<file path="src/rtl/instruction_fetch_stage.sv">
// RISC-V fetch stage: PC register, req/ack instruction-memory fetch, valid/ready hand-off to decode.
// Optional misaligned-redirect trap is enabled by defining IFETCH_MISALIGN_TRAP_EN.
module instruction_fetch_stage #(
  parameter int XLEN = 64,
  parameter logic [XLEN-1:0] RESET_PC = {XLEN{1'b0}}
) (
  input  logic            clk,
  input  logic            rst_n,
  output logic            imem_req,
  output logic [XLEN-1:0] imem_addr,
  input  logic            imem_ack,
  input  logic [31:0]     imem_rdata,
  input  logic            redirect_valid,
  input  logic [XLEN-1:0] redirect_pc,
  output logic            id_valid,
  input  logic            id_ready,
  output logic [31:0]     id_instruction,
  output logic [XLEN-1:0] id_pc,
  output logic            fetch_fault
);

  localparam logic [31:0]     NOP_INSN = 32'h0000_0013;
  localparam logic [XLEN-1:0] PC_STEP  = XLEN'(3'd4);
  localparam logic [XLEN-1:0] LOW_MASK = XLEN'(2'b11);

  typedef enum logic [2:0] {
    S_IDLE  = 3'd0,
    S_FETCH = 3'd1,
    S_DRAIN = 3'd2,
`ifdef IFETCH_MISALIGN_TRAP_EN
    S_FAULT = 3'd4,
`endif
    S_VALID = 3'd3
  } state_t;

  state_t          r_state, w_state_nxt;
  logic [XLEN-1:0] r_pc, w_pc_nxt;
  logic [XLEN-1:0] r_req_addr, w_req_nxt;
  logic [31:0]     r_instr, w_instr_nxt;
  logic [XLEN-1:0] r_id_pc, w_id_pc_nxt;
  logic [XLEN-1:0] w_redir_pc;
  logic            w_redir_go;
`ifdef IFETCH_MISALIGN_TRAP_EN
  logic            w_redir_trap;
  logic            r_fault, w_fault_nxt;
  logic            r_pend, w_pend_nxt;

  // A misaligned target is trapped rather than loaded.
  always_comb begin
    w_redir_pc   = redirect_pc;
    w_redir_trap = redirect_valid & (|redirect_pc[1:0]);
    w_redir_go   = redirect_valid & ~(|redirect_pc[1:0]);
  end
  assign fetch_fault = r_fault;
`else
  // Without the trap, the low target bits are simply cleared.
  always_comb begin
    w_redir_pc = redirect_pc & ~LOW_MASK;
    w_redir_go = redirect_valid;
  end
  assign fetch_fault = 1'b0;
`endif

  assign imem_req       = (r_state == S_FETCH) || (r_state == S_DRAIN);
  assign imem_addr      = r_req_addr;
  assign id_valid       = (r_state == S_VALID);
  assign id_instruction = r_instr;
  assign id_pc          = r_id_pc;

  // Next-state and datapath update; redirect has priority over ack and ready.
  always_comb begin
    w_state_nxt = r_state;
    w_pc_nxt    = r_pc;
    w_req_nxt   = r_req_addr;
    w_instr_nxt = r_instr;
    w_id_pc_nxt = r_id_pc;
`ifdef IFETCH_MISALIGN_TRAP_EN
    w_fault_nxt = r_fault;
    w_pend_nxt  = r_pend;
`endif
    case (r_state)
      S_IDLE: begin
        w_state_nxt = S_FETCH;
        w_req_nxt   = r_pc;
      end
      S_FETCH: begin
        if (w_redir_go) begin
          w_pc_nxt = w_redir_pc;
          if (imem_ack) begin
            w_req_nxt   = w_redir_pc;
            w_state_nxt = S_FETCH;
          end else begin
            w_state_nxt = S_DRAIN;
          end
        end
`ifdef IFETCH_MISALIGN_TRAP_EN
        else if (w_redir_trap) begin
          w_fault_nxt = 1'b1;
          if (imem_ack) begin
            w_state_nxt = S_FAULT;
          end else begin
            w_pend_nxt  = 1'b1;
            w_state_nxt = S_DRAIN;
          end
        end
`endif
        else if (imem_ack) begin
          w_instr_nxt = imem_rdata;
          w_id_pc_nxt = r_req_addr;
          w_pc_nxt    = r_req_addr + PC_STEP;
          w_state_nxt = S_VALID;
        end else begin
          w_state_nxt = S_FETCH;
        end
      end
      S_DRAIN: begin
        if (w_redir_go) begin
          w_pc_nxt = w_redir_pc;
`ifdef IFETCH_MISALIGN_TRAP_EN
          w_pend_nxt  = 1'b0;
          w_fault_nxt = 1'b0;
        end else if (w_redir_trap) begin
          w_pend_nxt  = 1'b1;
          w_fault_nxt = 1'b1;
`endif
        end else begin
          w_pc_nxt = r_pc;
        end
        // The old request completes here; its data is thrown away.
        if (imem_ack) begin
`ifdef IFETCH_MISALIGN_TRAP_EN
          if (w_pend_nxt) begin
            w_pend_nxt  = 1'b0;
            w_state_nxt = S_FAULT;
          end else
`endif
          begin
            w_req_nxt   = w_pc_nxt;
            w_state_nxt = S_FETCH;
          end
        end else begin
          w_state_nxt = S_DRAIN;
        end
      end
      S_VALID: begin
        if (w_redir_go) begin
          w_pc_nxt    = w_redir_pc;
          w_req_nxt   = w_redir_pc;
          w_state_nxt = S_FETCH;
        end
`ifdef IFETCH_MISALIGN_TRAP_EN
        else if (w_redir_trap) begin
          w_fault_nxt = 1'b1;
          w_state_nxt = S_FAULT;
        end
`endif
        else if (id_ready) begin
          w_req_nxt   = r_pc;
          w_state_nxt = S_FETCH;
        end else begin
          w_state_nxt = S_VALID;
        end
      end
`ifdef IFETCH_MISALIGN_TRAP_EN
      S_FAULT: begin
        if (w_redir_go) begin
          w_pc_nxt    = w_redir_pc;
          w_req_nxt   = w_redir_pc;
          w_fault_nxt = 1'b0;
          w_state_nxt = S_FETCH;
        end else begin
          w_state_nxt = S_FAULT;
        end
      end
`endif
      default: begin
        w_state_nxt = S_IDLE;
      end
    endcase
  end

  // State and datapath registers.
  always_ff @(posedge clk or negedge rst_n) begin
    if (!rst_n) begin
      r_state    <= S_IDLE;
      r_pc       <= RESET_PC;
      r_req_addr <= RESET_PC;
      r_instr    <= NOP_INSN;
      r_id_pc    <= RESET_PC;
`ifdef IFETCH_MISALIGN_TRAP_EN
      r_fault    <= 1'b0;
      r_pend     <= 1'b0;
`endif
    end else begin
      r_state    <= w_state_nxt;
      r_pc       <= w_pc_nxt;
      r_req_addr <= w_req_nxt;
      r_instr    <= w_instr_nxt;
      r_id_pc    <= w_id_pc_nxt;
`ifdef IFETCH_MISALIGN_TRAP_EN
      r_fault    <= w_fault_nxt;
      r_pend     <= w_pend_nxt;
`endif
    end
  end

endmodule

</file>
<file path="config.mk">
export PLATFORM = sky130hd
export DESIGN_NAME = instruction_fetch_stage
export DESIGN_NICKNAME = d
export VERILOG_FILES = /design/src/rtl/instruction_fetch_stage.sv
export SDC_FILE = /design/constraint.sdc
export NUM_CORES = 1
export LEC_CHECK = 0
export BUFFER_PORTS_ARGS = -buffer_cell sky130_fd_sc_hd__buf_4
export CORE_ASPECT_RATIO = 1.1
export CORE_MARGIN = 10
export CORE_UTILIZATION = 40
export CTS_CLUSTER_SIZE = 20
export DETAILED_ROUTE_END_ITERATION = 8
export HOLD_SLACK_MARGIN = 0.05
export PLACE_DENSITY = 0.7
export SYNTH_ARGS = -nofsm -noshare
export SYNTH_HDL_FRONTEND = slang
export SYNTH_SLANG_ARGS = --single-unit
</file>
<file path="constraint.sdc">
create_clock -name clk -period 3.2 [get_ports clk]
set_input_delay 0.16 -clock clk [delete_from_list [all_inputs] [get_ports clk]]
set_output_delay 0.16 -clock clk [all_outputs]
set_load 0.03 [all_outputs]
</file>
# Word-level counts from Yosys, hierarchy flattened
# Cells that the tools add are included.
[op_classes]
n_mux = 16
n_reduce_logical = 8
eq_ne = 8
bitwise_logic = 1
addsub = 1
[ops]
columns = ["operator", "count"]
rows = [
  ["64-bit 2-to-1 mux", 8],
  ["64-bit case mux with 4 select lines", 1],
  ["64-bit case mux with 2 select lines", 1],
  ["64-bit by 3-bit adder with 64-bit output (second input constant)", 1],
  ["2-bit 2-to-1 mux", 5],
  ["2-bit case mux with 4 select lines", 1],
  ["3-bit by 2-bit equality test with 1-bit output (second input constant)", 2],
  ["2-bit inequality test (second input constant)", 3],
  ["5-bit AND reduction", 1],
  ["4-bit nonzero test", 1],
  ["3-bit by 1-bit equality test with 1-bit output (second input constant)", 1],
  ["3-bit logical NOT", 1],
  ["3-bit by 2-bit inequality test with 1-bit output (second input constant)", 1],
  ["3-bit inequality test (second input constant)", 1],
  ["3-bit AND reduction", 1],
  ["2-bit AND reduction", 1],
  ["2-bit nonzero test", 1],
  ["2-bit OR reduction", 1],
  ["1-bit logical OR", 1],
  ["1-bit inverter", 1],
]
[totals]
out_inout_bits = 163
regBits = 227
in_bits = 101

# Depth between registers and ports, before layout
[logic_depth]
depth_word = 4
mapped_depth = 11
depth_no_buf = 8

# Worst setup path before layout
# Ideal clock, no wire load.
[synth_timing]
kind = "register -> register"
startpoint = "register r_req_addr[2], in the netlist imem_addr[2]"
endpoint = "register r_pc[28]"
arrival_time_ns = 2.268
path_stages_with_launch = 8
path_slack_ns = 0.854
cell_sequence = "dfrtp_1 ha_1 nand3_1 or4_4 nor3_2 nand4_1 xor2_1 a21oi_1"
[synth_via]
elab_chain_len = 4
[synth_rtl]
columns = ["element", "line", "text"]
rows = [
  ["from (decl)", "38", "logic [XLEN-1:0] r_req_addr, w_req_nxt;"],
  ["from (signal assigned)", "197", "r_req_addr <= w_req_nxt;"],
  ["64-bit by 3-bit adder with 64-bit output", "110", "w_pc_nxt = r_req_addr + PC_STEP;"],
  ["64-bit 2-to-1 mux", "107", "else if (imem_ack) begin"],
  ["64-bit 2-to-1 mux", "87", "if (w_redir_go) begin"],
  ["64-bit case mux with 2 select lines", "81", "case (r_state)"],
  ["to (signal assigned)", "196", "r_pc <= w_pc_nxt;"],
  ["to (decl)", "37", "logic [XLEN-1:0] r_pc, w_pc_nxt;"],
]
# Every way passes these cells. The select of a mux whose other input is x is not followed.
# A chain may end at the register's enable or synchronous reset.

# Worst setup path in the final report
[layout_timing]
startpoint = "register r_state[0]"
endpoint = "register r_pc[6]"
[layout_via]
elab_chain_len = 4
word_cells_on_any_way = 8
cone_classes = "4 x eq/ne; 1 x mux; 3 x reduce/logical"
[layout_rtl]
columns = ["element", "line", "text"]
rows = [
  ["from (decl)", "36", "state_t r_state, w_state_nxt;"],
  ["from (signal assigned)", "195", "r_state <= w_state_nxt;"],
  ["3-bit by 2-bit equality test with 1-bit output", "81", ""],
  ["2-bit OR reduction (no line)", "-", ""],
  ["2-bit nonzero test (no line)", "-", ""],
  ["2-bit AND reduction (no line)", "-", ""],
]
# Parallel ways exist; a longest one is shown, timed or not.

==> qor.yml <==
drc: 0
min_period_over_period_pct: 89.0
h-tree-depth: 1
clk_latency_ns: 0.53
post-route-min-period_ns: 2.85
cp.required_ns: 3.59
core-area_um2: 26100
grt_pass1_vias: 9288
arrival_ns: 3.24
synth_seq_cells: 226
netlist_instances: 975
async_flop_share_pct: 100
min_path_type: "input port to flop"
syn_area_per_cell_um2: 10.8
wl_per_cell_um: 20.1
layout.nets: 1426
leakage_uw: 0.00650
cts_inserted_buffers: 24
cap_violations: 0
place.gp.congestion: 0.783
dr_total_vias: 9137
ctsResizeCount: 0
synth-main-ff-cell: "dfrtp_1"
top_usage_layer: "met2"
die_w_um: 175
layout_common_cells: "277 x buf_4, 223 x dfrtp_1, 103 x nand2_1, 102 x o21ai_0, 100 x dlygate4sd3_1"
core.rowCount: 62
initialDrtViolationCount: 607
syn_nets: 1084
cp-start-kind: "flop"
seq_area_frac_synth_pct: 53.6
clk_pin_slew_worst_paths_ns: 0.06
grt_max_degree: 97
switchingPower_uw: 7360
hold_violations: 0
yosys_warnings: 0
pwr-share-comb_pct: 50.7
max_freq_mhz: 351
use_met1_pct: 23.4
start_util_pct: 40.5
setup_viol: 0
netlist_area_um2: 10600
viasPerCell: 5.43
tritoncts: "done"
power_density_nw_per_um2: 1110
grt-ovfl-total: 0
worst_pin_slew_ns: 1.35
drv_slew: 0
antenna_found_initial: 0
use_met2_pct: 33.9
clockPowerShare_pct: 16.6
drtPass1Iterations: 5
die-area_um2: 33300
cts_setup_buffers: 0
die_h_um: 190
synth_edf_count: 0
area_delta_synth_final_pct: 39.5
rsz0062_at_grt: "false"
track_usage_pct: 19.2
wl_um: 33800
drtAntennaViolNets: 0
cts_root_buf: "clkbuf_16"
clkSinkCount: 226
cts_buffer_depth: 3
port-buffer-count: 260
antennaDiodeCount: 0
setup-tns-final_ns: 0
synth.distinct_cells: 51
worst_setup_path_end_kind: "flop"
dp_cells: 1542
skew_ns: 0.0211
cp_max_fo: 12
grt_pass1_wl_um: 52500
final_common_cell: "buf_4"
internal_power_uw: 8920
outcome: "completed"
fin_cells: 1684
fin_util_pct: 56.5
critical_path_class: "flop to flop"
use_met3_pct: 3.92
ir_worst_vdd_v: 0.000843
boundaryPins: 264
slew_headroom_pct: 9.98
sw_frac_of_total_pct: 45.2
drive_gt1_share_pct: 33.2
seqPwrFrac_pct: 32.7
place_hpwl_um: 22100
-- metrics by stage --
stage	hold slack (ns)	area [um2]	setup WS, ns	power (uW)
after detailed placement	0.253	13000	0.533	13500
after CTS	0.140	14700	0.179	16300
after floorplan	-0.136	10600	0.854	10300
after global routing	0.137	14700	0.151	17300
final	0.139	14700	0.351	16300
after global placement	0.251	13000	0.559	13200
-- state kept, by name (all words and copies together) (netlist names) --
name and count:
id_pc 64, imem_addr 64, r_pc 64, id_instruction 32, r_state 2
-- Yosys cell counts (8+ instances only) --
| master | instances | area, um2 |
|---|---|---|
| nor3_1 | 19 | 95.1 |
| and3_1 | 11 | 68.8 |
| nor2_1 | 26 | 97.6 |
| o21ai_0 | 103 | 515 |
| a221oi_1 | 11 | 96.3 |
| nand4_1 | 19 | 119 |
| nor4_1 | 9 | 56.3 |
| xor2_1 | 19 | 166 |
| mux2_2 | 90 | 1010 |
| xnor2_1 | 38 | 333 |
| clkbuf_1 | 62 | 233 |
| o21ai_1 | 10 | 50.1 |
| ha_1 | 8 | 100 |
| inv_1 | 11 | 41.3 |
| a21oi_1 | 31 | 155 |
| a22oi_1 | 99 | 743 |
| o22ai_1 | 17 | 106 |
| dfrtp_1 | 223 | 5580 |
| nand2_1 | 104 | 390 |
| nand3_1 | 13 | 65.1 |
-- routing by layer --
| layer | up-vias | routed length, um |
|---|---|---|
| met3 | 43 | 2080 |
| met1 | 4555 | 13700 |
| met2 | 283 | 17400 |
| li1 | 4256 | - |
| met4 | 0 | 631 |
| met5 | - | 0 |
-- kinds of logic after synthesis --
group	synth area share, %
AOI/OAI and AO/OA	16.7
and+or+nand+nor	11.6
DFF	53.6
muxes	9.60
buffers and inverters	2.88
xor gates and xnor gates	4.73
adders and majority gates	0.948
other	0.0355
-- power groups by stage --
stage               combinational [uW]  sequential, uW  clock [uW]
floorplan                         3530            6760           0
global placement                  7950            5270           0
detailed placement                8110            5340           0
CTS                               8290            5300        2760
global route                      8900            5510        2860
finish                            8260            5320        2700
-- what timing repair did --
action	in CTS	in global routing
setup endpoints to repair	0	4
hold buffers	100	0
hold endpoints to repair	246	0
-- final timing paths --
kind,from,end,slack [ns],cells past startpoint
worst max-delay path,r_state[0]$_DFF_PN0_,r_pc[6]$_DFFE_PN0P_,0.35,9
worst min-delay path,id_ready,r_state[1]$_DFF_PN0_,0.14,4
worst max register to register,r_state[0]$_DFF_PN0_,r_pc[6]$_DFFE_PN0P_,0.35,9
worst min register to register,id_pc[31]$_DFFE_PN0P_,id_pc[31]$_DFFE_PN0P_,0.49,2
max in group asynchronous,rst_n,id_pc[44]$_DFFE_PN0P_,1.93,3
min in group asynchronous,rst_n,imem_addr[21]$_DFFE_PN0P_,0.21,2
-- cell type report --
| class | instances | area, um2 |
|---|---|---|
| fillers | 2250 | 11300 |
| flip-flops and latches | 226 | 5660 |
| multi-input cells | 671 | 4660 |
| repair buffers | 382 | 3180 |
| clock buffers | 34 | 689 |
| well taps | 352 | 440 |
| clock inverters | 7 | 62.6 |
| inverters | 12 | 45.0 |
-- critical path, cell delays in order, from the launching register on --
cell and delay, ns:
dfrtp_1 0.38, inv_1 0.07, ha_1 0.23, or2_1 0.37, o21ai_1 0.45, buf_4 0.30
nor2_1 0.12, a22oi_1 0.14, o21ai_0 0.10, dlygate4sd3_1 0.57
Power figures use the tool's default switching activity.
